### src/rtl/pong_frame_compositor_pkg.sv
// Shared types and constants for the Pong frame compositor: colours, cell widths,
// flash state encoding, the per-frame shadow record and a span hit helper.
package pong_pkg;
   localparam int X_W = 8;
   localparam int Y_W = 7;

   localparam logic [7:0] FG_COLOR_D    = 8'hFF;
   localparam logic [7:0] DIGIT_COLOR_D = 8'hE0;
   localparam logic [7:0] BG_COLOR_D    = 8'h00;
   localparam logic [7:0] FLASH_COLOR_D = 8'h03;

   typedef enum logic {
      FLASH_IDLE = 1'b0,
      FLASH_ON   = 1'b1
   } flash_state_e;

   typedef struct packed {
      logic [X_W-1:0] ball_x;
      logic [Y_W-1:0] ball_y;
      logic [X_W-1:0] player_x;
      logic [Y_W-1:0] player_y;
      logic [X_W-1:0] com_x;
      logic [Y_W-1:0] com_y;
      logic [3:0]     player_score;
      logic [3:0]     com_score;
   } shadow_t;

   // One-axis containment o <= c < o+len, widened to 9 bits so o+len never wraps.
   function automatic logic span_hit(input logic [7:0] c, input logic [7:0] o,
                                     input logic [8:0] len);
      return ({1'b0, c} >= {1'b0, o}) && ({1'b0, c} < ({1'b0, o} + len));
   endfunction
endpackage

### src/rtl/pong_frame_compositor_if.sv
// Pixel/scene bus between the VGA timing side and the compositor.
interface pong_frame_compositor_if;
   import pong_pkg::*;

   logic           pix_valid;
   logic [9:0]     xCoord;
   logic [9:0]     yCoord;
   logic           frame_start;
   logic [X_W-1:0] ballX;
   logic [Y_W-1:0] ballY;
   logic [X_W-1:0] playerXPos;
   logic [Y_W-1:0] playerYPos;
   logic [X_W-1:0] comXPos;
   logic [Y_W-1:0] comYPos;
   logic [3:0]     playerScore;
   logic [3:0]     comScore;
   logic           goal_pulse;
   logic [7:0]     RGB_out;
   logic           RGB_valid;

   modport master (
      output pix_valid, xCoord, yCoord, frame_start, ballX, ballY, playerXPos, playerYPos,
             comXPos, comYPos, playerScore, comScore, goal_pulse,
      input  RGB_out, RGB_valid
   );

   modport slave (
      input  pix_valid, xCoord, yCoord, frame_start, ballX, ballY, playerXPos, playerYPos,
             comXPos, comYPos, playerScore, comScore, goal_pulse,
      output RGB_out, RGB_valid
   );
endinterface

### src/rtl/pong_frame_compositor_glyph.sv
// 3x5 score digit font; index 0 is the top-left cell, row-major. Digits 10-15 are blank.
module digit_glyph_rom (
   input  logic [3:0] digit,
   input  logic [3:0] index,
   output logic       pixel
);
   logic [14:0] glyph;

   always_comb begin
      glyph = '0;
      case (digit)
         4'd0: glyph = 15'b111_101_101_101_111;
         4'd1: glyph = 15'b010_110_010_010_111;
         4'd2: glyph = 15'b111_001_111_100_111;
         4'd3: glyph = 15'b111_001_111_001_111;
         4'd4: glyph = 15'b101_101_111_001_001;
         4'd5: glyph = 15'b111_100_111_001_111;
         4'd6: glyph = 15'b111_100_111_101_111;
         4'd7: glyph = 15'b111_001_001_001_001;
         4'd8: glyph = 15'b111_101_111_101_111;
         4'd9: glyph = 15'b111_101_111_001_111;
         default: glyph = '0;
      endcase
      pixel = 1'b0;
      if (index <= 4'd14) pixel = glyph[4'd14 - index];
   end
endmodule

### src/rtl/pong_frame_compositor.sv
// Two-stage pixel compositor: S1 scales the pixel to cells, S2 hit-tests the frame-latched
// scene and applies layer priority. Goal events flash the background for FLASH_FRAMES frames.
module pong_frame_compositor
   import pong_pkg::*;
#(
   parameter int         SCALE_SHIFT  = 2,
   parameter int         BALL_SIZE    = 4,
   parameter int         PADDLE_W     = 2,
   parameter int         PADDLE_LEN   = 32,
   parameter int         NET_EN       = 1,
   parameter int         NET_X        = 80,
   parameter int         DIGIT_Y      = 10,
   parameter int         DIGIT0_X     = 60,
   parameter int         DIGIT1_X     = 97,
   parameter int         FLASH_FRAMES = 8,
   parameter logic [7:0] FG_COLOR     = FG_COLOR_D,
   parameter logic [7:0] DIGIT_COLOR  = DIGIT_COLOR_D,
   parameter logic [7:0] BG_COLOR     = BG_COLOR_D,
   parameter logic [7:0] FLASH_COLOR  = FLASH_COLOR_D
) (
   input  logic                    CLK_IN,
   input  logic                    RESET_IN,
   pong_frame_compositor_if.slave  bus
);
   shadow_t      sh_d, sh_q;
   flash_state_e fstate_d, fstate_q;
   logic [7:0]   fcnt_d, fcnt_q;
   logic [7:0]   x1_p1_d, x1_p1_q, y1_p1_d, y1_p1_q;
   logic         vld_p1_d, vld_p1_q;
   logic [7:0]   rgb_p2_d, rgb_p2_q;
   logic         vld_p2_d, vld_p2_q;

   logic [7:0]   bg, dy, dx0, dx1;
   logic [3:0]   idx0, idx1;
   logic         g0, g1, in_d0, in_d1, in_ball, in_player, in_com, in_net;

   always_comb begin
      sh_d = sh_q;
      if (bus.frame_start) begin
         sh_d = '{ball_x: bus.ballX, ball_y: bus.ballY,
                  player_x: bus.playerXPos, player_y: bus.playerYPos,
                  com_x: bus.comXPos, com_y: bus.comYPos,
                  player_score: bus.playerScore, com_score: bus.comScore};
      end
   end

   // A goal reload takes precedence over a same-cycle frame decrement.
   always_comb begin
      fstate_d = fstate_q;
      fcnt_d   = fcnt_q;
      if (bus.goal_pulse) begin
         fstate_d = FLASH_ON;
         fcnt_d   = 8'(FLASH_FRAMES);
      end else if (fstate_q == FLASH_ON && bus.frame_start) begin
         fcnt_d = fcnt_q - 8'd1;
         if (fcnt_q == 8'd1) fstate_d = FLASH_IDLE;
      end
   end

   // Stage 1: pixel -> cell coordinates
   always_comb begin
      x1_p1_d  = 8'(bus.xCoord >> SCALE_SHIFT);
      y1_p1_d  = 8'(bus.yCoord >> SCALE_SHIFT);
      vld_p1_d = bus.pix_valid;
   end

   // Stage 2: hit tests against the shadows and layer priority
   always_comb begin
      bg   = (fstate_q == FLASH_ON && fcnt_q[0]) ? FLASH_COLOR : BG_COLOR;
      dy   = y1_p1_q - 8'(DIGIT_Y);
      dx0  = x1_p1_q - 8'(DIGIT0_X);
      dx1  = x1_p1_q - 8'(DIGIT1_X);
      idx0 = 4'((dy * 8'd3) + dx0);
      idx1 = 4'((dy * 8'd3) + dx1);

      in_d0     = span_hit(x1_p1_q, 8'(DIGIT0_X), 9'd3) && span_hit(y1_p1_q, 8'(DIGIT_Y), 9'd5);
      in_d1     = span_hit(x1_p1_q, 8'(DIGIT1_X), 9'd3) && span_hit(y1_p1_q, 8'(DIGIT_Y), 9'd5);
      in_ball   = span_hit(x1_p1_q, sh_q.ball_x, 9'(BALL_SIZE))
               && span_hit(y1_p1_q, {1'b0, sh_q.ball_y}, 9'(BALL_SIZE));
      in_player = span_hit(x1_p1_q, sh_q.player_x, 9'(PADDLE_W))
               && span_hit(y1_p1_q, {1'b0, sh_q.player_y}, 9'(PADDLE_LEN));
      in_com    = span_hit(x1_p1_q, sh_q.com_x, 9'(PADDLE_W))
               && span_hit(y1_p1_q, {1'b0, sh_q.com_y}, 9'(PADDLE_LEN));
      in_net    = (NET_EN != 0) && (x1_p1_q == 8'(NET_X)) && !y1_p1_q[2];

      rgb_p2_d = 8'h00;
      if (vld_p1_q) begin
         if (in_d0)                                  rgb_p2_d = g0 ? DIGIT_COLOR : bg;
         else if (in_d1)                             rgb_p2_d = g1 ? DIGIT_COLOR : bg;
         else if (in_ball || in_player || in_com || in_net) rgb_p2_d = FG_COLOR;
         else                                        rgb_p2_d = bg;
      end
      vld_p2_d = vld_p1_q;
   end

   digit_glyph_rom u_glyph0 (.digit(sh_q.player_score), .index(idx0), .pixel(g0));
   digit_glyph_rom u_glyph1 (.digit(sh_q.com_score),    .index(idx1), .pixel(g1));

   always_ff @(posedge CLK_IN) begin
      if (RESET_IN) begin
         sh_q     <= '0;
         fstate_q <= FLASH_IDLE;
         fcnt_q   <= '0;
         x1_p1_q  <= '0;
         y1_p1_q  <= '0;
         vld_p1_q <= 1'b0;
         rgb_p2_q <= '0;
         vld_p2_q <= 1'b0;
      end else begin
         sh_q     <= sh_d;
         fstate_q <= fstate_d;
         fcnt_q   <= fcnt_d;
         x1_p1_q  <= x1_p1_d;
         y1_p1_q  <= y1_p1_d;
         vld_p1_q <= vld_p1_d;
         rgb_p2_q <= rgb_p2_d;
         vld_p2_q <= vld_p2_d;
      end
   end

   assign bus.RGB_out   = rgb_p2_q;
   assign bus.RGB_valid = vld_p2_q;
endmodule
### src/flat_wrapper.sv
// flat-port wrapper written by rule: the top's interface ports become plain ports
module pong_frame_compositor_flat import pong_pkg::*;
#(
   parameter int         SCALE_SHIFT  = 2,
   parameter int         BALL_SIZE    = 4,
   parameter int         PADDLE_W     = 2,
   parameter int         PADDLE_LEN   = 32,
   parameter int         NET_EN       = 1,
   parameter int         NET_X        = 80,
   parameter int         DIGIT_Y      = 10,
   parameter int         DIGIT0_X     = 60,
   parameter int         DIGIT1_X     = 97,
   parameter int         FLASH_FRAMES = 8,
   parameter logic [7:0] FG_COLOR     = FG_COLOR_D,
   parameter logic [7:0] DIGIT_COLOR  = DIGIT_COLOR_D,
   parameter logic [7:0] BG_COLOR     = BG_COLOR_D,
   parameter logic [7:0] FLASH_COLOR  = FLASH_COLOR_D
)
  (CLK_IN, RESET_IN, bus_pix_valid, bus_xCoord, bus_yCoord, bus_frame_start, bus_ballX, bus_ballY, bus_playerXPos, bus_playerYPos, bus_comXPos, bus_comYPos, bus_playerScore, bus_comScore, bus_goal_pulse, bus_RGB_out, bus_RGB_valid);
  pong_frame_compositor_if bus_i ();
  input  logic CLK_IN;
  input  logic RESET_IN;
  input wire logic [$bits(bus_i.pix_valid)-1:0] bus_pix_valid;
  input wire logic [$bits(bus_i.xCoord)-1:0] bus_xCoord;
  input wire logic [$bits(bus_i.yCoord)-1:0] bus_yCoord;
  input wire logic [$bits(bus_i.frame_start)-1:0] bus_frame_start;
  input wire logic [$bits(bus_i.ballX)-1:0] bus_ballX;
  input wire logic [$bits(bus_i.ballY)-1:0] bus_ballY;
  input wire logic [$bits(bus_i.playerXPos)-1:0] bus_playerXPos;
  input wire logic [$bits(bus_i.playerYPos)-1:0] bus_playerYPos;
  input wire logic [$bits(bus_i.comXPos)-1:0] bus_comXPos;
  input wire logic [$bits(bus_i.comYPos)-1:0] bus_comYPos;
  input wire logic [$bits(bus_i.playerScore)-1:0] bus_playerScore;
  input wire logic [$bits(bus_i.comScore)-1:0] bus_comScore;
  input wire logic [$bits(bus_i.goal_pulse)-1:0] bus_goal_pulse;
  output wire logic [$bits(bus_i.RGB_out)-1:0] bus_RGB_out;
  output wire logic [$bits(bus_i.RGB_valid)-1:0] bus_RGB_valid;
  assign bus_i.pix_valid = bus_pix_valid;
  assign bus_i.xCoord = bus_xCoord;
  assign bus_i.yCoord = bus_yCoord;
  assign bus_i.frame_start = bus_frame_start;
  assign bus_i.ballX = bus_ballX;
  assign bus_i.ballY = bus_ballY;
  assign bus_i.playerXPos = bus_playerXPos;
  assign bus_i.playerYPos = bus_playerYPos;
  assign bus_i.comXPos = bus_comXPos;
  assign bus_i.comYPos = bus_comYPos;
  assign bus_i.playerScore = bus_playerScore;
  assign bus_i.comScore = bus_comScore;
  assign bus_i.goal_pulse = bus_goal_pulse;
  assign bus_RGB_out = bus_i.RGB_out;
  assign bus_RGB_valid = bus_i.RGB_valid;
  pong_frame_compositor #(.SCALE_SHIFT(SCALE_SHIFT), .BALL_SIZE(BALL_SIZE), .PADDLE_W(PADDLE_W), .PADDLE_LEN(PADDLE_LEN), .NET_EN(NET_EN), .NET_X(NET_X), .DIGIT_Y(DIGIT_Y), .DIGIT0_X(DIGIT0_X), .DIGIT1_X(DIGIT1_X), .FLASH_FRAMES(FLASH_FRAMES), .FG_COLOR(FG_COLOR), .DIGIT_COLOR(DIGIT_COLOR), .BG_COLOR(BG_COLOR), .FLASH_COLOR(FLASH_COLOR)) u_core (.CLK_IN(CLK_IN), .RESET_IN(RESET_IN), .bus(bus_i));
endmodule
### config.mk
export PLATFORM = sky130hd
export DESIGN_NAME = pong_frame_compositor_flat
export DESIGN_NICKNAME = d
export VERILOG_FILES = /design/src/rtl/pong_frame_compositor_pkg.sv /design/src/rtl/pong_frame_compositor_if.sv /design/src/rtl/pong_frame_compositor_glyph.sv /design/src/rtl/pong_frame_compositor.sv /design/src/flat_wrapper.sv
export SDC_FILE = /design/constraint.sdc
export NUM_CORES = 1
export LEC_CHECK = 0
export CAP_MARGIN = 15
export CORE_UTILIZATION = 35
export CTS_CLUSTER_SIZE = 25
export DETAILED_ROUTE_END_ITERATION = 8
export PLACE_DENSITY = 0.56
export SYNTH_ARGS = -nofsm -noshare
export SYNTH_HDL_FRONTEND = slang
export SYNTH_SLANG_ARGS = --single-unit
### constraint.sdc
create_clock -name CLK_IN -period 8.7 [get_ports CLK_IN]
set_input_delay 0.87 -clock CLK_IN [delete_from_list [all_inputs] [get_ports CLK_IN]]
set_output_delay 0.87 -clock CLK_IN [all_outputs]
set_load 0.02 [all_outputs]
==> flow_summary.json, run 1 <==
{
  "globalplace.congestion": 0.815,
  "core.rowCount": 50,
  "place_ws_ns": 5.14,
  "grt_start_max_net_pins": 77,
  "post_synth_xor_area_fraction_pct": 4.78,
  "holdPathStages": 2,
  "worst_slack_ns": 5.10,
  "syn_inst": 740,
  "iteration_0_drc_count_of_the_detailed_router": 166,
  "timing.clock.skew_ns": 0.00721,
  "rsz0062_at_grt": "no",
  "post-route-period-util_pct": 41.4,
  "synth-seq-cells": 105,
  "die_area_um2": 19700,
  "ff2ff_path_depth": 13,
  "fin_tns_setup_ns": 0,
  "multi_input_area_um2": 4170,
  "most_area_consuming_cells_after_synthesis": "dfxtp_1 (31%), ha_1 (20%), mux2i_1 (9.3%), nor2_1 (4.8%), inv_1 (4.1%)",
  "wirelength_um": 14400,
  "cts_tree": "built",
  "criticalPathCategory": "reg -> reg",
  "slew_at_the_pin_with_the_worst_max_slew_slack_ns": 0.972,
  "synth.area.mux_share_pct": 10.6,
  "worst-path-stages": 13,
  "dpl_wire_length_um": 10800,
  "critical_path_buffer_and_inverter_count": 1,
  "worst_path_most_repeated_cell": "xnor2_1",
  "chipWidth_um": 140,
  "synthToLayoutAreaGrowth_pct": 19.0,
  "crit_path_max_incr_delay_ns": 0.55,
  "numClockSinks": 105,
  "irDropWorstVdd_mv": 0.104,
  "cts.path.max_buffers": 2,
  "hold_class": "reg -> reg",
  "clock_latency_ns": 0.36,
  "synth_simple_gate_area_share_pct": 15.4,
  "clkTransAtPathRegs_ns": 0.08,
  "post_cts_resize_count": 0,
  "synth_area_leader_cell": "dfxtp_1",
  "synth.top_cells.by_count": "ha_1 (108), dfxtp_1 (105), nor2_1 (86)",
  "coreArea_um2": 18800,
  "timing.final.setup_violations": 0,
  "critical_path.startpoint_type": "flip-flop",
  "netlist_area_um2": 6700,
  "antenna_found_initial": 0,
  "cap_violations": 0,
  "fp.dieH_um": 140,
  "grtUsageTotal_pct": 15.5,
  "n_fill_cell": 1892,
  "synth_warn": 0,
  "critical_path.cell_chain": "inv_1 -> ha_1 -> xnor2_1 -> xnor2_1 -> ha_1 -> fa_1 -> xnor2_1 -> mux4_2 -> nor2_1 -> a21oi_1 -> o21ai_0 -> or3_1 -> o311ai_2",
  "h_tree_depth": 3,
  "worst_ep_arrival_time_ns": 3.83,
  "via_count_of_the_first_global_routing_pass": 4928,
  "synth_seq_area_share_pct": 31.4,
  "remaining_routing_drc_violations": 0,
  "io-pin-count": 87,
  "synth.avg_cell_area_um2": 9.06,
  "via_to_cell_ratio": 4.83,
  "regArea_um2": 2100,
  "insertedDiodeCount": 0,
  "synth-edff-count": 0,
  "post_synth_fa_ha_maj_area_fraction_pct": 20.8,
  "grt_overflow": 0,
  "drt_first_pass_iters": 4,
  "leakage_nw": 3.45,
  "timing.critical_path.slowest_stage_cell": "fa_1",
  "final.min_clock_period_ns": 3.60,
  "total_vias_in_the_final_route": 5048,
  "achievable-frequency_ghz": 0.278,
  "hold_violations": 0,
  "synth_flop_cell": "dfxtp_1",
  "synth_compound_gate_area_share_pct": 10.6,
  "finalMaxSlewViolations": 0,
  "reg2reg_slack_ns": 5.10,
  "hold_bufs_at_cts": 0,
  "synth_fp_nets": 928,
  "family_of_cells_with_the_greatest_summed_delay_on_the_critical_path": "adder cells",
  "max_slew_margin_pct": 35.2,
  "cp_max_fo": 8,
  "grt_first_pass_wirelength_um": 24000,
  "tritoncts.num_buffers": 9,
  "layout-drive-gt1-share_pct": 4.93,
  "powerDensity_nw_per_um2": 159,
  "top_count_cell_post_synth": "ha_1",
  "synth.lib_cells_used.distinct": 59,
  "floorplan.initialDensity_pct": 35.7,
  "fin_nets": 994,
  "detail-route-antenna-nets": 0,
  "outcome": "completed",
  "cp-end-kind": "flip-flop",
  "port_buffers": 82,
  "ys_async_sr_fraction_pct": 0,
  "post-cts-setup-buffers": 0,
  "synth_top_family_by_area": "adder cells",
  "post_drt_wl_per_cell_um": 13.8,
  "synthDominantCellAreaShare_pct": 31.4,
  "clock_tree.root_cell": "clkbuf_16",
  "worstPathRequired_ns": 8.92
}
[path summary, 6_finish.rpt]
kind / from / endpoint
worst max-delay path: u_core.y1_p1_q[1]$_SDFF_PP0_ / u_core.bus.RGB_out[1]$_SDFF_PP0_
worst min-delay path: u_core.sh_q[1]$_SDFFE_PP0P_ / u_core.sh_q[1]$_SDFFE_PP0P_
worst max register to register: u_core.y1_p1_q[1]$_SDFF_PP0_ / u_core.bus.RGB_out[1]$_SDFF_PP0_
worst min register to register: u_core.sh_q[1]$_SDFFE_PP0P_ / u_core.sh_q[1]$_SDFFE_PP0P_
[power by group]
| group | switching, W | internal (W) |
|---|---|---|
| logic | 0.000158 | 0.000169 |
| registers | 0.0000308 | 0.000512 |
| clock network | 0.000197 | 0.000200 |
| total | 0.000386 | 0.000881 |
[cells by family (layout without fill, tap and decap cells)]
logic type	Yosys count	in the layout
xor gates and xnor gates	35	35
muxes	66	66
AOI/OAI and AO/OA	112	112
buffers and inverters	108	179
DFF	105	105
adders and majority gates	110	110
and+or+nand+nor	204	204
[placed cells by master, fill, tap and decap left out, types with 3 or more instances in the layout]
cell type,n
a211oi_1,11
a21o_1,5
a21oi_1,39
a22oi_1,3
a31oi_1,3
and3_1,5
clkbuf_16,9
clkdlybuf4s50_1,80
dfxtp_1,105
ha_1,108
inv_1,73
inv_2,4
mux2i_1,62
mux4_2,4
nand2_1,22
nand2b_1,8
nand3_1,17
nand3b_1,4
nand4_1,3
nor2_1,86
nor2b_1,22
nor3_1,10
nor4_1,4
o211ai_1,5
o21a_1,6
o21ai_0,20
o21ai_1,6
or2_2,3
or3_1,4
or4_1,3
xnor2_1,28
xor2_1,6
[state kept, by name, indices dropped and copies added, names as in the netlist]
| signal | count |
|---|---|
| u_core.bus.RGB_out | 3 |
| u_core.bus.RGB_valid | 1 |
| u_core.fcnt_q | 8 |
| u_core.fstate_q | 1 |
| u_core.sh_q | 53 |
| u_core.u_glyph0.glyph | 11 |
| u_core.u_glyph1.glyph | 11 |
| u_core.vld_p1_q | 1 |
| u_core.x1_p1_q | 8 |
| u_core.y1_p1_q | 8 |
[per-layer routing]
layer  up-vias  global-route usage (%)  wire length (um)
li1       2676                       -                 -
met1      2286                    20.5              7230
met2        74                    25.5              6530
met3        12                    2.94               490
met4         0                    4.28               164
met5         -                       0                 0
[worst min-delay path, stage by stage, from the launching register on]
cell and delay [ns]:
dfxtp_1 0.31, mux2i_1 0.07, nor2_1 0.08
[per-stage QoR]
step           util [%]  instances  instance area, um2  hold WS (ns)  total power (W)
6_report           42.5       1045                7980         0.493          0.00127
5_1_grt            42.5       1045                7980         0.520          0.00136
4_1_cts            42.5       1045                7980         0.503          0.00129
3_5_place_dp       41.0       1029                7690         0.485         0.000884
3_3_place_gp       41.0       1029                7690         0.474         0.000881
2_1_floorplan         -        740                6700         0.456         0.000790
[final cells by class]
| class | count | area share (%) |
|---|---|---|
| Timing Repair Buffer | 83 | 10.3 |
| Tap cell | 234 | 3.67 |
| Clock inverter | 7 | 0.815 |
| Multi-Input combinational cell | 527 | 52.3 |
| Sequential cell | 105 | 26.3 |
| Clock buffer | 9 | 2.82 |
| Inverter | 80 | 3.79 |
(Power assumes the default switching activity.)
==> run 2: changes to the inputs <==
- clock period: 8.7 -> 3.4 ns (I/O delays scaled with it)
==> run 2 against run 1 <==
Sequential share of layout area decreased by 0.45 points. Flip-flop and latch count unchanged. Utilization increased by 0.77 points. Routed wire length increased by 2.2%. Highest routed layer unchanged.
==> flow_summary.json, run 2 (synthesis results as in run 1) <==
{
  "grtUsageTotal_pct": 15.4,
  "powerDensity_nw_per_um2": 409,
  "globalplace.congestion": 0.783,
  "slew_at_the_pin_with_the_worst_max_slew_slack_ns": 0.734,
  "finalMaxSlewViolations": 0,
  "worstPathRequired_ns": 3.63,
  "n_fill_cell": 1849,
  "irDropWorstVdd_mv": 0.257,
  "cts.path.max_buffers": 2,
  "hold_class": "in -> reg",
  "wirelength_um": 14700,
  "fin_nets": 1005,
  "cap_violations": 0,
  "critical_path.cell_chain": "buf_4 -> ha_1 -> inv_1 -> ha_1 -> inv_1 -> ha_1 -> ha_1 -> mux4_2 -> a21oi_1 -> mux2i_1 -> a31oi_1 -> a211oi_1",
  "via_to_cell_ratio": 4.83,
  "clock_latency_ns": 0.37,
  "tritoncts.num_buffers": 9,
  "post_drt_wl_per_cell_um": 13.9,
  "coreArea_um2": 18800,
  "achievable-frequency_ghz": 0.309,
  "timing.clock.skew_ns": 0.0117,
  "total_vias_in_the_final_route": 5098,
  "dpl_wire_length_um": 11200,
  "critical_path.startpoint_type": "flip-flop",
  "post-route-period-util_pct": 95.2,
  "grt_first_pass_wirelength_um": 23900,
  "timing.critical_path.slowest_stage_cell": "mux4_2",
  "die_area_um2": 19700,
  "commonest_non_fill_non_tap_cell_in_the_layout": "ha_1",
  "max_slew_margin_pct": 50.9,
  "core.rowCount": 50,
  "io-pin-count": 87,
  "crit_path_max_incr_delay_ns": 0.53,
  "outcome": "completed",
  "clkTransAtPathRegs_ns": 0.08,
  "cp-end-kind": "flip-flop",
  "hold_violations": 0,
  "worst_ep_arrival_time_ns": 3.47,
  "remaining_routing_drc_violations": 0,
  "timing.final.setup_violations": 0,
  "clock_tree.root_cell": "clkbuf_16",
  "h_tree_depth": 3,
  "chipWidth_um": 140,
  "leakage_nw": 3.52,
  "family_of_cells_with_the_greatest_summed_delay_on_the_critical_path": "adder cells",
  "total_power_w": 0.00332,
  "rsz0062_at_grt": "no",
  "iteration_0_drc_count_of_the_detailed_router": 244,
  "numClockSinks": 105,
  "port_buffers": 82,
  "floorplan.initialDensity_pct": 35.7,
  "place_ws_ns": 0.107,
  "grt_overflow": 0,
  "insertedDiodeCount": 0,
  "synthToLayoutAreaGrowth_pct": 21.2,
  "mostFrequentLayoutCells": "ha_1 (105), dfxtp_1 (104), nor2_1 (86), clkdlybuf4s50_1 (80), inv_1 (73)",
  "detail-route-antenna-nets": 0,
  "cp_max_fo": 7,
  "via_count_of_the_first_global_routing_pass": 4914,
  "cts_tree": "built",
  "grt_start_max_net_pins": 45,
  "worst_slack_ns": 0.163,
  "layout-drive-gt1-share_pct": 7.06,
  "criticalPathCategory": "reg -> reg",
  "postPlaceCellArea_um2": 7770,
  "drt_first_pass_iters": 4,
  "worst_path_most_repeated_cell": "ha_1",
  "post-route-cell-area_um2": 8120,
  "critical_path_buffer_and_inverter_count": 3,
  "final.min_clock_period_ns": 3.24,
  "fp.dieH_um": 140,
  "fin_tns_setup_ns": 0,
  "antenna_found_initial": 0,
  "largest_register_ff_count": 53,
  "register_ranked_first_by_flip_flop_count": "u_core.sh_q"
}
run 2: cell types whose count changed in the layout (fill, tap and decap cells not counted), sizes merged:
| cell | delta |
|---|---|
| buf | +11 |
| clkinv | +1 |
| clkinvlp | -2 |
| inv | +1 |
run 2: layout make-up:
type	count	area (um2)	share of cell area, %
Multi-Input combinational cell	527	4230	52.0
Timing Repair Buffer	94	903	11.1
Inverter	80	303	3.73
Clock inverter	7	70.1	0.863
Tap cell	234	293	3.60
Clock buffer	9	225	2.77
Sequential cell	105	2100	25.9
run 2: where the power goes:
group	switching (W)	internal (W)	total, W
Combinational	0.000426	0.000460	0.000886
Clock	0.000534	0.000520	0.00105
Sequential	0.0000687	0.00131	0.00138
Total	0.00103	0.00229	0.00332
run 2: final timing paths:
path,end,cells past startpoint,startpoint,slack [ns]
worst max-delay path,u_core.bus.RGB_out[6]$_SDFF_PP0_,12,u_core.y1_p1_q[1]$_SDFF_PP0_,0.16
worst min-delay path,u_core.sh_q[5]$_SDFFE_PP0P_,2,RESET_IN,0.46
worst max register to register,u_core.bus.RGB_out[6]$_SDFF_PP0_,12,u_core.y1_p1_q[1]$_SDFF_PP0_,0.16
worst min register to register,u_core.sh_q[26]$_SDFFE_PP0P_,2,u_core.sh_q[26]$_SDFFE_PP0P_,0.49
run 2: what timing repair did:
action                     4_1_cts  5_1_grt
setup buffers                    0        0
resized for setup                0        7
setup endpoints to repair        0        2
hold buffers                     0        0
run 2: through the flow:
step,hold WS (ns),cells,utilization (%)
6_report,0.462,1056,43.3
5_1_grt,0.494,1056,43.3
4_1_cts,0.464,1056,43.0
3_5_place_dp,0.480,1040,41.4
3_3_place_gp,0.476,1040,41.4
2_1_floorplan,0.456,740,-
run 2: per-layer routing:
layer | part of all wire (%) | wire [um] | global-route usage [%]
met5 | 0 | 0 | 0
met4 | 1.2 | 172 | 4.68
met3 | 3.5 | 519 | 2.97
met2 | 45 | 6660 | 25.5
met1 | 50 | 7380 | 20.3
run 2: worst reg2reg max path, stage by stage, from the launching register on:
cell and delay, ns:
dfxtp_1 0.31, buf_4 0.16, ha_1 0.31, inv_1 0.05, ha_1 0.32, inv_1 0.06
ha_1 0.33, ha_1 0.43, mux4_2 0.53, a21oi_1 0.20, mux2i_1 0.10, a31oi_1 0.20
a211oi_1 0.10
==> run 3: changes to the inputs <==
- CORE_UTILIZATION: 35 -> 56
- PLACE_DENSITY: 0.56 -> 0.82
==> run 3 against run 2 <==
The run now ends with DRC left. Highest routed layer unchanged. Sequential power about the same. Cell area down 1.1%. Clock skew down 0.0036 ns. Maximum frequency down 1.3%. Via count up 5.8%. Count of clock-buffer cells in the layout unchanged. First-iteration DRC count down 23%. Clock power up 10%. Worst hold slack worse by 0.0043 ns. Sequential share of layout area up 0.31 points. Combinational power up 3.7%. Register-to-register slack worse by 0.04 ns.
==> flow_summary.json, run 3 (synthesis results as in run 1) <==
{
  "commonest_non_fill_non_tap_cell_in_the_layout": "ha_1",
  "worstPathRequired_ns": 3.67,
  "cp-end-kind": "flip-flop",
  "slew_at_the_pin_with_the_worst_max_slew_slack_ns": 0.824,
  "globalplace.congestion": 0.878,
  "grt_overflow": 0,
  "tritoncts.num_buffers": 9,
  "worst_ep_arrival_time_ns": 3.55,
  "coreArea_um2": 11600,
  "post-route-period-util_pct": 96.4,
  "routedLengthMet1_um": 6290,
  "ff2ff_path_depth": 12,
  "grtUsageTotal_pct": 25.6,
  "hold_violations": 0,
  "post-cts-setup-buffers": 0,
  "total_vias_in_the_final_route": 5395,
  "chipWidth_um": 111,
  "achievable-frequency_ghz": 0.305,
  "remaining_routing_drc_violations": 10,
  "fp.dieH_um": 111,
  "outcome": "finished with violations",
  "io-pin-count": 87,
  "final.min_clock_period_ns": 3.28,
  "criticalPathCategory": "reg -> reg",
  "violated_checks": "DRC",
  "timing.final.setup_violations": 0,
  "layout-drive-gt1-share_pct": 7.19,
  "irDropWorstVdd_mv": 0.446,
  "dpl_wire_length_um": 11300,
  "largest_register_ff_count": 53,
  "powerDensity_nw_per_um2": 432,
  "via_to_cell_ratio": 5.60,
  "holdPathStages": 3,
  "hold-path-endpoint": "u_core.sh_q[1]$_SDFFE_PP0P_",
  "holdCritStartpoint": "bus_frame_start",
  "via_count_of_the_first_global_routing_pass": 5696,
  "antenna_found_initial": 0,
  "register_ranked_first_by_flip_flop_count": "u_core.sh_q",
  "detail-route-antenna-nets": 0,
  "floorplan.initialDensity_pct": 58.0,
  "clock_tree.root_cell": "clkbuf_16",
  "cap_violations": 0,
  "hold_class": "in -> reg",
  "fin_tns_setup_ns": 0,
  "wirelength_um": 15200,
  "fin_hold_ws_ns": 0.458,
  "clock_latency_ns": 0.36,
  "critical_path.startpoint_type": "flip-flop",
  "synthToLayoutAreaGrowth_pct": 19.8,
  "fin_nets": 1004,
  "iteration_0_drc_count_of_the_detailed_router": 189,
  "hold_bufs_at_cts": 0,
  "clkTransAtPathRegs_ns": 0.07,
  "max_slew_margin_pct": 44.9,
  "mostFrequentLayoutCells": "ha_1 (106), dfxtp_1 (103), nor2_1 (86), clkdlybuf4s50_1 (80), inv_1 (73)",
  "h_tree_depth": 3,
  "worstReg2RegStart": "u_core.y1_p1_q[1]$_SDFF_PP0_",
  "cp_max_fo": 4,
  "route.met2.wl_um": 7680,
  "leakage_nw": 3.53,
  "die_area_um2": 12400,
  "top_signal_layer_used": "met4",
  "routed-wl-met3_um": 772,
  "post_drt_wl_per_cell_um": 15.8,
  "grt_start_max_net_pins": 41,
  "finalMaxSlewViolations": 0,
  "drt_first_pass_iters": 6,
  "timing.clock.skew_ns": 0.00813,
  "reg2reg_slack_ns": 0.12,
  "cts_tree": "built",
  "core.rowCount": 39,
  "port_buffers": 82,
  "grt_first_pass_wirelength_um": 25400,
  "reg2reg_to": "u_core.bus.RGB_out[6]$_SDFF_PP0_",
  "cts.path.max_buffers": 2,
  "insertedDiodeCount": 0,
  "numClockSinks": 105
}
## run 3: changes by cell type in the layout (fill, tap and decap cells not counted), sizes merged
| cell | delta |
|---|---|
| clkinv | -3 |
| bufinv | +2 |
| buf | -1 |
| clkinvlp | +1 |
## run 3: per-stage QoR
step | setup WS [ns] | cells | util (%) | area, um2 | power, W
4_1_cts | 0.0488 | 964 | 69.1 | 7990 | 0.00346
3_3_place_gp | 0.166 | 948 | 66.1 | 7650 | 0.00223
3_5_place_dp | 0.00545 | 948 | 66.1 | 7650 | 0.00228
5_1_grt | -0.0320 | 964 | 69.4 | 8030 | 0.00364
6_report | 0.121 | 964 | 69.4 | 8030 | 0.00347
2_1_floorplan | 0.178 | 740 | - | 6700 | 0.00202
## run 3: cell type report
type / count / area, um2
multi-input combinational: 527 / 4220
fill: 895 / 3530
sequential: 105 / 2100
timing repair buffer: 93 / 893
inverter: 80 / 303
clock buffer: 9 / 225
tap: 143 / 179
clock inverter: 7 / 108
## run 3: worst max path at each step
stage	start	end	slack, ns	depth (start not counted)
2_1_floorplan	u_core.y1_p1_q[1]$_SDFF_PP0_	u_core.bus.RGB_out[1]$_SDFF_PP0_	0.18	13
3_3_place_gp	u_core.y1_p1_q[1]$_SDFF_PP0_	u_core.bus.RGB_out[1]$_SDFF_PP0_	0.17	13
3_5_place_dp	u_core.y1_p1_q[1]$_SDFF_PP0_	u_core.bus.RGB_out[6]$_SDFF_PP0_	0.005	13
4_1_cts	u_core.y1_p1_q[1]$_SDFF_PP0_	u_core.bus.RGB_out[1]$_SDFF_PP0_	0.05	13
5_1_grt	u_core.y1_p1_q[0]$_SDFF_PP0_	u_core.bus.RGB_out[6]$_SDFF_PP0_	-0.03	14
6_report	u_core.y1_p1_q[1]$_SDFF_PP0_	u_core.bus.RGB_out[6]$_SDFF_PP0_	0.12	12
## run 3: critical path, cell delays in order (launching register included)
cell and delay [ns]:
dfxtp_2 0.36, inv_1 0.11, ha_4 0.27, xnor2_2 0.14
xnor2_1 0.13, ha_1 0.33, inv_1 0.07, fa_1 0.63
and3_1 0.25, xor2_2 0.24, mux2i_1 0.22, a31oi_1 0.13
a211oi_1 0.30
## run 3: timing repair
| item | in CTS | in global routing |
|---|---|---|
| setup endpoints to repair | 2 | 2 |
| cloned | 0 | 0 |
| pin swaps | 0 | 1 |
| resized for setup | 1 | 9 |
## run 3: power by group
group,leakage [nW],switching (W),internal (W)
clock network,0.160,0.000502,0.000661
logic,2.50,0.000458,0.000461
registers,0.869,0.0000746,0.00131
total,3.53,0.00103,0.00243
## run 3: layer usage
metal | vias to the layer above | global-route usage (%)
met1 | 2536 | 27.2
met5 | - | 0
met2 | 132 | 47.7
met3 | 42 | 5.77
li1 | 2685 | -
met4 | 0 | 12.1
